File: config.mk
export PLATFORM = sky130hd
export DESIGN_NAME = jtframe_spi_dwnld_rx
export DESIGN_NICKNAME = d
export VERILOG_FILES = /design/src/rtl/jtframe_spi_dwnld_rx.sv
export SDC_FILE = /design/constraint.sdc
export NUM_CORES = 1
export LEC_CHECK = 0
export CAP_MARGIN = 20
export CORE_MARGIN = 3
export CORE_UTILIZATION = 55
export DETAILED_ROUTE_END_ITERATION = 8
export GPL_TIMING_DRIVEN = 0
export PLACE_DENSITY = 0.95
export SLEW_MARGIN = 20
export SYNTH_ARGS = -nofsm -noshare
export SYNTH_HDL_FRONTEND = slang
export SYNTH_SLANG_ARGS = --single-unit
File: constraint.sdc
create_clock -name clk -period 4 [get_ports clk]
set_clock_uncertainty 0.15 [all_clocks]
set_input_delay 0.8 -clock clk [delete_from_list [all_inputs] [get_ports clk]]
set_output_delay 0.8 -clock clk [all_outputs]
set_load 0.02 [all_outputs]
File: src/rtl/jtframe_spi_dwnld_rx.sv
// Core-side receiver for the MiST SPI download protocol on SPI_SS2.
// SCK/SS2/DI are oversampled in the core clock and decoded into
// byte-wide ioctl writes with an auto-incrementing address.
// Optional feature macro: JTFRAME_DWNLD_CHKSUM_EN (running 16-bit byte sum).
module jtframe_spi_dwnld_rx #(
  parameter int AW   = 25,
  parameter int SYNC = 2
) (
  input  logic          clk,
  input  logic          rst,
  input  logic          SPI_SCK,
  input  logic          SPI_SS2,
  input  logic          SPI_DI,
  output logic          downloading,
  output logic [7:0]    ioctl_index,
  output logic [AW-1:0] ioctl_addr,
  output logic [7:0]    ioctl_data,
  output logic          ioctl_wr,
  output logic [15:0]   chksum
);

  localparam logic [7:0]    CMD_TXCTL = 8'h53;
  localparam logic [7:0]    CMD_DATA  = 8'h54;
  localparam logic [7:0]    CMD_INDEX = 8'h55;
  localparam logic [7:0]    TX_START  = 8'hFF;
  localparam logic [7:0]    TX_END    = 8'h00;
  localparam logic [AW-1:0] ADDR_ONE  = {{(AW-1){1'b0}}, 1'b1};

  typedef enum logic [2:0] {
    ST_CMD    = 3'd0,
    ST_TXCTL  = 3'd1,
    ST_DATA   = 3'd2,
    ST_INDEX  = 3'd3,
    ST_IGNORE = 3'd4
  } state_t;

  state_t          state_r;
  logic [SYNC-1:0] sck_sync_r;
  logic [SYNC-1:0] ss2_sync_r;
  logic [SYNC-1:0] di_sync_r;
  logic            sck_prev_r;
  logic            armed_r;
  logic [2:0]      bit_cnt_r;
  logic [6:0]      shift_r;
  logic [7:0]      byte_r;
  logic            byte_done_r;
  logic            sck_s;
  logic            ss2_s;
  logic            di_s;
  logic            sck_rise_s;
  logic            start_s;

  assign sck_s = sck_sync_r[SYNC-1];
  assign ss2_s = ss2_sync_r[SYNC-1];
  assign di_s  = di_sync_r[SYNC-1];

  // Bytes are only accepted once SS2 has been seen high since reset,
  // so a frame interrupted by reset is discarded until the next frame.
  assign sck_rise_s = sck_s & ~sck_prev_r & ~ss2_s & armed_r;
  assign start_s    = byte_done_r & (state_r == ST_TXCTL) & (byte_r == TX_START);

  // Synchronisers for the asynchronous SPI pins (SS2 resets low so that
  // reset release alone never arms the receiver).
  always_ff @(posedge clk or posedge rst) begin
    if (rst) begin
      sck_sync_r <= {SYNC{1'b0}};
      ss2_sync_r <= {SYNC{1'b0}};
      di_sync_r  <= {SYNC{1'b0}};
    end else begin
      sck_sync_r <= {sck_sync_r[SYNC-2:0], SPI_SCK};
      ss2_sync_r <= {ss2_sync_r[SYNC-2:0], SPI_SS2};
      di_sync_r  <= {di_sync_r[SYNC-2:0], SPI_DI};
    end
  end

  // Bit engine: shifts DI in MSB first on SCK rise, flags each full byte.
  always_ff @(posedge clk or posedge rst) begin
    if (rst) begin
      sck_prev_r  <= 1'b0;
      armed_r     <= 1'b0;
      bit_cnt_r   <= 3'd0;
      shift_r     <= 7'd0;
      byte_r      <= 8'd0;
      byte_done_r <= 1'b0;
    end else begin
      sck_prev_r  <= sck_s;
      byte_done_r <= 1'b0;
      if (ss2_s) begin
        bit_cnt_r <= 3'd0;
        armed_r   <= 1'b1;
      end else if (sck_rise_s) begin
        shift_r   <= {shift_r[5:0], di_s};
        bit_cnt_r <= bit_cnt_r + 3'd1;
        if (bit_cnt_r == 3'd7) begin
          byte_r      <= {shift_r, di_s};
          byte_done_r <= 1'b1;
        end
      end
    end
  end

  // Command FSM with registered ioctl outputs; the address advances on the
  // clock after each strobe so the strobe carries the target address.
  always_ff @(posedge clk or posedge rst) begin
    if (rst) begin
      state_r     <= ST_CMD;
      downloading <= 1'b0;
      ioctl_index <= 8'd0;
      ioctl_addr  <= {AW{1'b0}};
      ioctl_data  <= 8'd0;
      ioctl_wr    <= 1'b0;
    end else begin
      ioctl_wr <= 1'b0;
      if (ioctl_wr) begin
        ioctl_addr <= ioctl_addr + ADDR_ONE;
      end
      if (byte_done_r) begin
        case (state_r)
          ST_CMD: begin
            case (byte_r)
              CMD_TXCTL: state_r <= ST_TXCTL;
              CMD_DATA:  state_r <= ST_DATA;
              CMD_INDEX: state_r <= ST_INDEX;
              default:   state_r <= ST_IGNORE;
            endcase
          end
          ST_TXCTL: begin
            if (start_s) begin
              downloading <= 1'b1;
              ioctl_addr  <= {AW{1'b0}};
            end else if (byte_r == TX_END) begin
              downloading <= 1'b0;
            end
            state_r <= ST_IGNORE;
          end
          ST_INDEX: begin
            ioctl_index <= byte_r;
            state_r     <= ST_IGNORE;
          end
          ST_DATA: begin
            if (downloading) begin
              ioctl_data <= byte_r;
              ioctl_wr   <= 1'b1;
            end
          end
          ST_IGNORE: state_r <= ST_IGNORE;
          default:   state_r <= ST_IGNORE;
        endcase
      end
      if (ss2_s) begin
        state_r <= ST_CMD;
      end
    end
  end

`ifdef JTFRAME_DWNLD_CHKSUM_EN
  logic [15:0] chksum_r;

  assign chksum = chksum_r;

  // Running modulo-2^16 sum of every written byte, cleared on start.
  always_ff @(posedge clk or posedge rst) begin
    if (rst) begin
      chksum_r <= 16'd0;
    end else if (start_s) begin
      chksum_r <= 16'd0;
    end else if (ioctl_wr) begin
      chksum_r <= chksum_r + {8'd0, ioctl_data};
    end
  end
`else
  assign chksum = 16'd0;
`endif

endmodule

==> results.toml <==
[clocking]
clk-insertion-delay-late_ns = 0.33
cts_resized = 0
cts_max_level = 3
root_buffer = "clkbuf_8"
cts.sinks = 73
cts_tree = "done"
clock_path_buffers = 2
numCtsBuffers = 9
hold_buffers = 0
clkSlewWorstSetupHoldPaths_ns = 0.07
cts_setup_buffers = 0

[timing]
totalNegativeSetupSlack_ns = 0
worst_slew_margin_rel_pct = 61.6
tightest_slew_ns = 0.572
hold_viol = 0
finalCriticalPeriod_ns = 2.44
fin_crit_sh_pct = 61.0
drv_slew = 0
max_freq_mhz = 410
rsz0062_at_grt = "no"
setup_viol = 0

[finish]
nFillCells = 393
nNetsFinal = 357
drive_above_1_share_pct = 18.6
final_cell_area_um2 = 4060
area_growth_pct = 26.4
layout.cells.most_common_list = "73 x dfrtp_1, 47 x clkdlybuf4s50_1, 28 x mux2_2"
final_common_cell = "dfrtp_1"
n_antenna_cell = 0

[setup_path]
path_cells = "clkdlybuf4s50_1"
cp-start-kind = "register"
reg2reg_from = "byte_done_r$_DFF_PP0_"
worst-path-buf-inv = 1
cp_data_required_time_ns = 3.05
crit_family = "buffers and inverters"
cp-end-kind = "output pin"
cp.arrival_ns = 1.49
startpoint = "ioctl_addr[7]$_DFF_PP0_"
path_max_fanout = 6
critPathSlowestCell = "clkdlybuf4s50_1"
criticalPathCategory = "reg2out"
max_stage_delay_ns = 0.66

[synth]
ys_warn_count = 0
ys.flop_type = "dfrtp_1"
synth_edf_count = 0
syn_area_um2 = 3210
synthArstFlopShare_pct = 100
synth.distinct_cells = 35
ys_ff_latch = 73
yosysSeqAreaShare_pct = 56.9
avgSynthCellArea_um2 = 11.7
synth_cells = 275

[routing]
routed_wirelength_um = 6280
drt_iter0_drc = 98
via_per_inst = 5.52
routedWlPerCell_um = 14.7
drc = 0
drt_pass1_iterations = 4
ant_nets = 0
vias = 2353

[pwr]
ir_worst_vdd_mv = 0.369
cellPowerDensity_nw_per_um2 = 366
p_leak_uw = 0.00188

[floorplanning]
rows = 27
die-height_um = 82.4
initial_core_util_pct = 57.6
io-pin-count = 64
core_um2 = 5570
die_area_um2 = 6790
die_w_um = 82.4

[hold_path]
holdCritPathClass = "reg2reg"
hp-start = "sck_sync_r[0]$_DFF_PP0_"

[grt]
grt_pass1_wl_um = 10600
overflow = 0
grt_max_degree = 41
grt_pass1_vias = 2326
grt_antenna_before_repair = 0
grt.total_usage_pct = 20.5

[place]
hpwl_um = 4580
numPortBuffers = 47
placed_cell_area_um2 = 3850
routabilityCongestion = 0.842

[run]
cap_viol_max_count = 0

[outcome]
status = "finished clean"
## worst paths after layout
| check | to | slack (ns) | cells after the start |
|---|---|---|---|
| setup / recovery | ioctl_addr[7] | 1.56 | 1 |
| hold / removal | sck_sync_r[1]$_DFF_PP0_ | 0.21 | 0 |
| setup reg to reg | ioctl_addr[0]$_DFF_PP0_ | 1.71 | 6 |
| hold reg to reg | sck_sync_r[1]$_DFF_PP0_ | 0.21 | 0 |
| max in group asynchronous | shift_r[0]$_DFFE_PP0P_ | 2.49 | 3 |
| min in group asynchronous | ioctl_addr[13]$_DFF_PP0_ | 0.68 | 2 |
## Yosys cell counts (2+ instances only)
cell | instances | area [um2]
nand2b_1 | 5 | 31.3
xnor2_1 | 8 | 70.1
and3_1 | 2 | 12.5
nor2_1 | 17 | 63.8
xor2_1 | 8 | 70.1
nor4_1 | 4 | 25.0
nor3_1 | 6 | 30.0
buf_2 | 3 | 15.0
nor4bb_1 | 2 | 20.0
dfrtp_1 | 73 | 1830
and4_1 | 4 | 35.0
nand4_1 | 9 | 56.3
buf_4 | 16 | 120
ha_1 | 3 | 37.5
nand3_1 | 10 | 50.1
o21ai_0 | 8 | 40.0
nand2_1 | 15 | 56.3
inv_1 | 5 | 18.8
a21oi_1 | 11 | 55.1
mux2i_1 | 3 | 30.0
mux2_2 | 28 | 315
o31ai_1 | 6 | 45.0
or4_1 | 6 | 45.0
or3_1 | 4 | 25.0
clkbuf_1 | 9 | 33.8
## routing by layer
| metal | up-vias | GRT usage (%) | part of all wire, % |
|---|---|---|---|
| li1 | 1092 | - | - |
| met1 | 1161 | 25.0 | 42 |
| met2 | 86 | 35.3 | 51 |
| met3 | 14 | 3.58 | 5.3 |
| met4 | 0 | 9.30 | 2.0 |
| met5 | - | 0 | 0 |
## report_power, final
part | internal (uW) | switching (uW)
clock | 348 | 260
combinational | 40.0 | 40.3
sequential | 771 | 25.6
total | 1160 | 326
## per-stage QoR
stage | instances | setup WS, ns | power (uW) | hold WS [ns] | utilization, %
after CTS | 426 | 1.55 | 1500 | 0.208 | 72.9
final | 426 | 1.56 | 1490 | 0.208 | 72.9
after global placement | 409 | 0.150 | 879 | 0.182 | 68.7
after floorplan | 290 | 1.20 | 865 | 0.181 | -
after global routing | 426 | 1.51 | 1540 | 0.221 | 72.9
after detailed placement | 410 | 1.73 | 889 | 0.193 | 69.1
## cell type report
class	instances	area (um2)	area share (%)
repair buffers	48	490	12.1
clock buffers	10	128	3.14
flip-flops and latches	73	1830	45.0
plain buffers	28	169	4.16
well taps	72	90.1	2.22
clock inverters	6	82.6	2.03
inverters	5	21.3	0.524
multi-input cells	184	1250	30.9
## worst reg2reg max path, delay by kind of cell (launching register included)
family	cells	cell delay, ns
simple gates	4	0.84
buf+inv	2	0.76
flops	1	0.41
## flip-flops by register name, summed over array words and instances (netlist names)
name	flops
armed_r	1
bit_cnt_r	3
byte_done_r	1
byte_r	8
di_sync_r	2
downloading	1
ioctl_addr	25
ioctl_data	8
ioctl_index	8
ioctl_wr	1
sck_prev_r	1
sck_sync_r	2
shift_r	7
ss2_sync_r	2
state_r	3
## cells by family (layout without fill, tap and decap cells)
kind of cell	after synthesis	in the layout	synth area share, %
adders and majority gates	3	3	1.17
DFF	73	73	56.9
xor gates and xnor gates	16	16	4.36
muxes	31	31	10.7
and+or+nand+nor	89	89	15.6
buffers and inverters	33	97	5.84
AOI/OAI and AO/OA	29	29	5.30
other	1	16	0.117
Note: power is estimated with default switching activity, not from simulation.
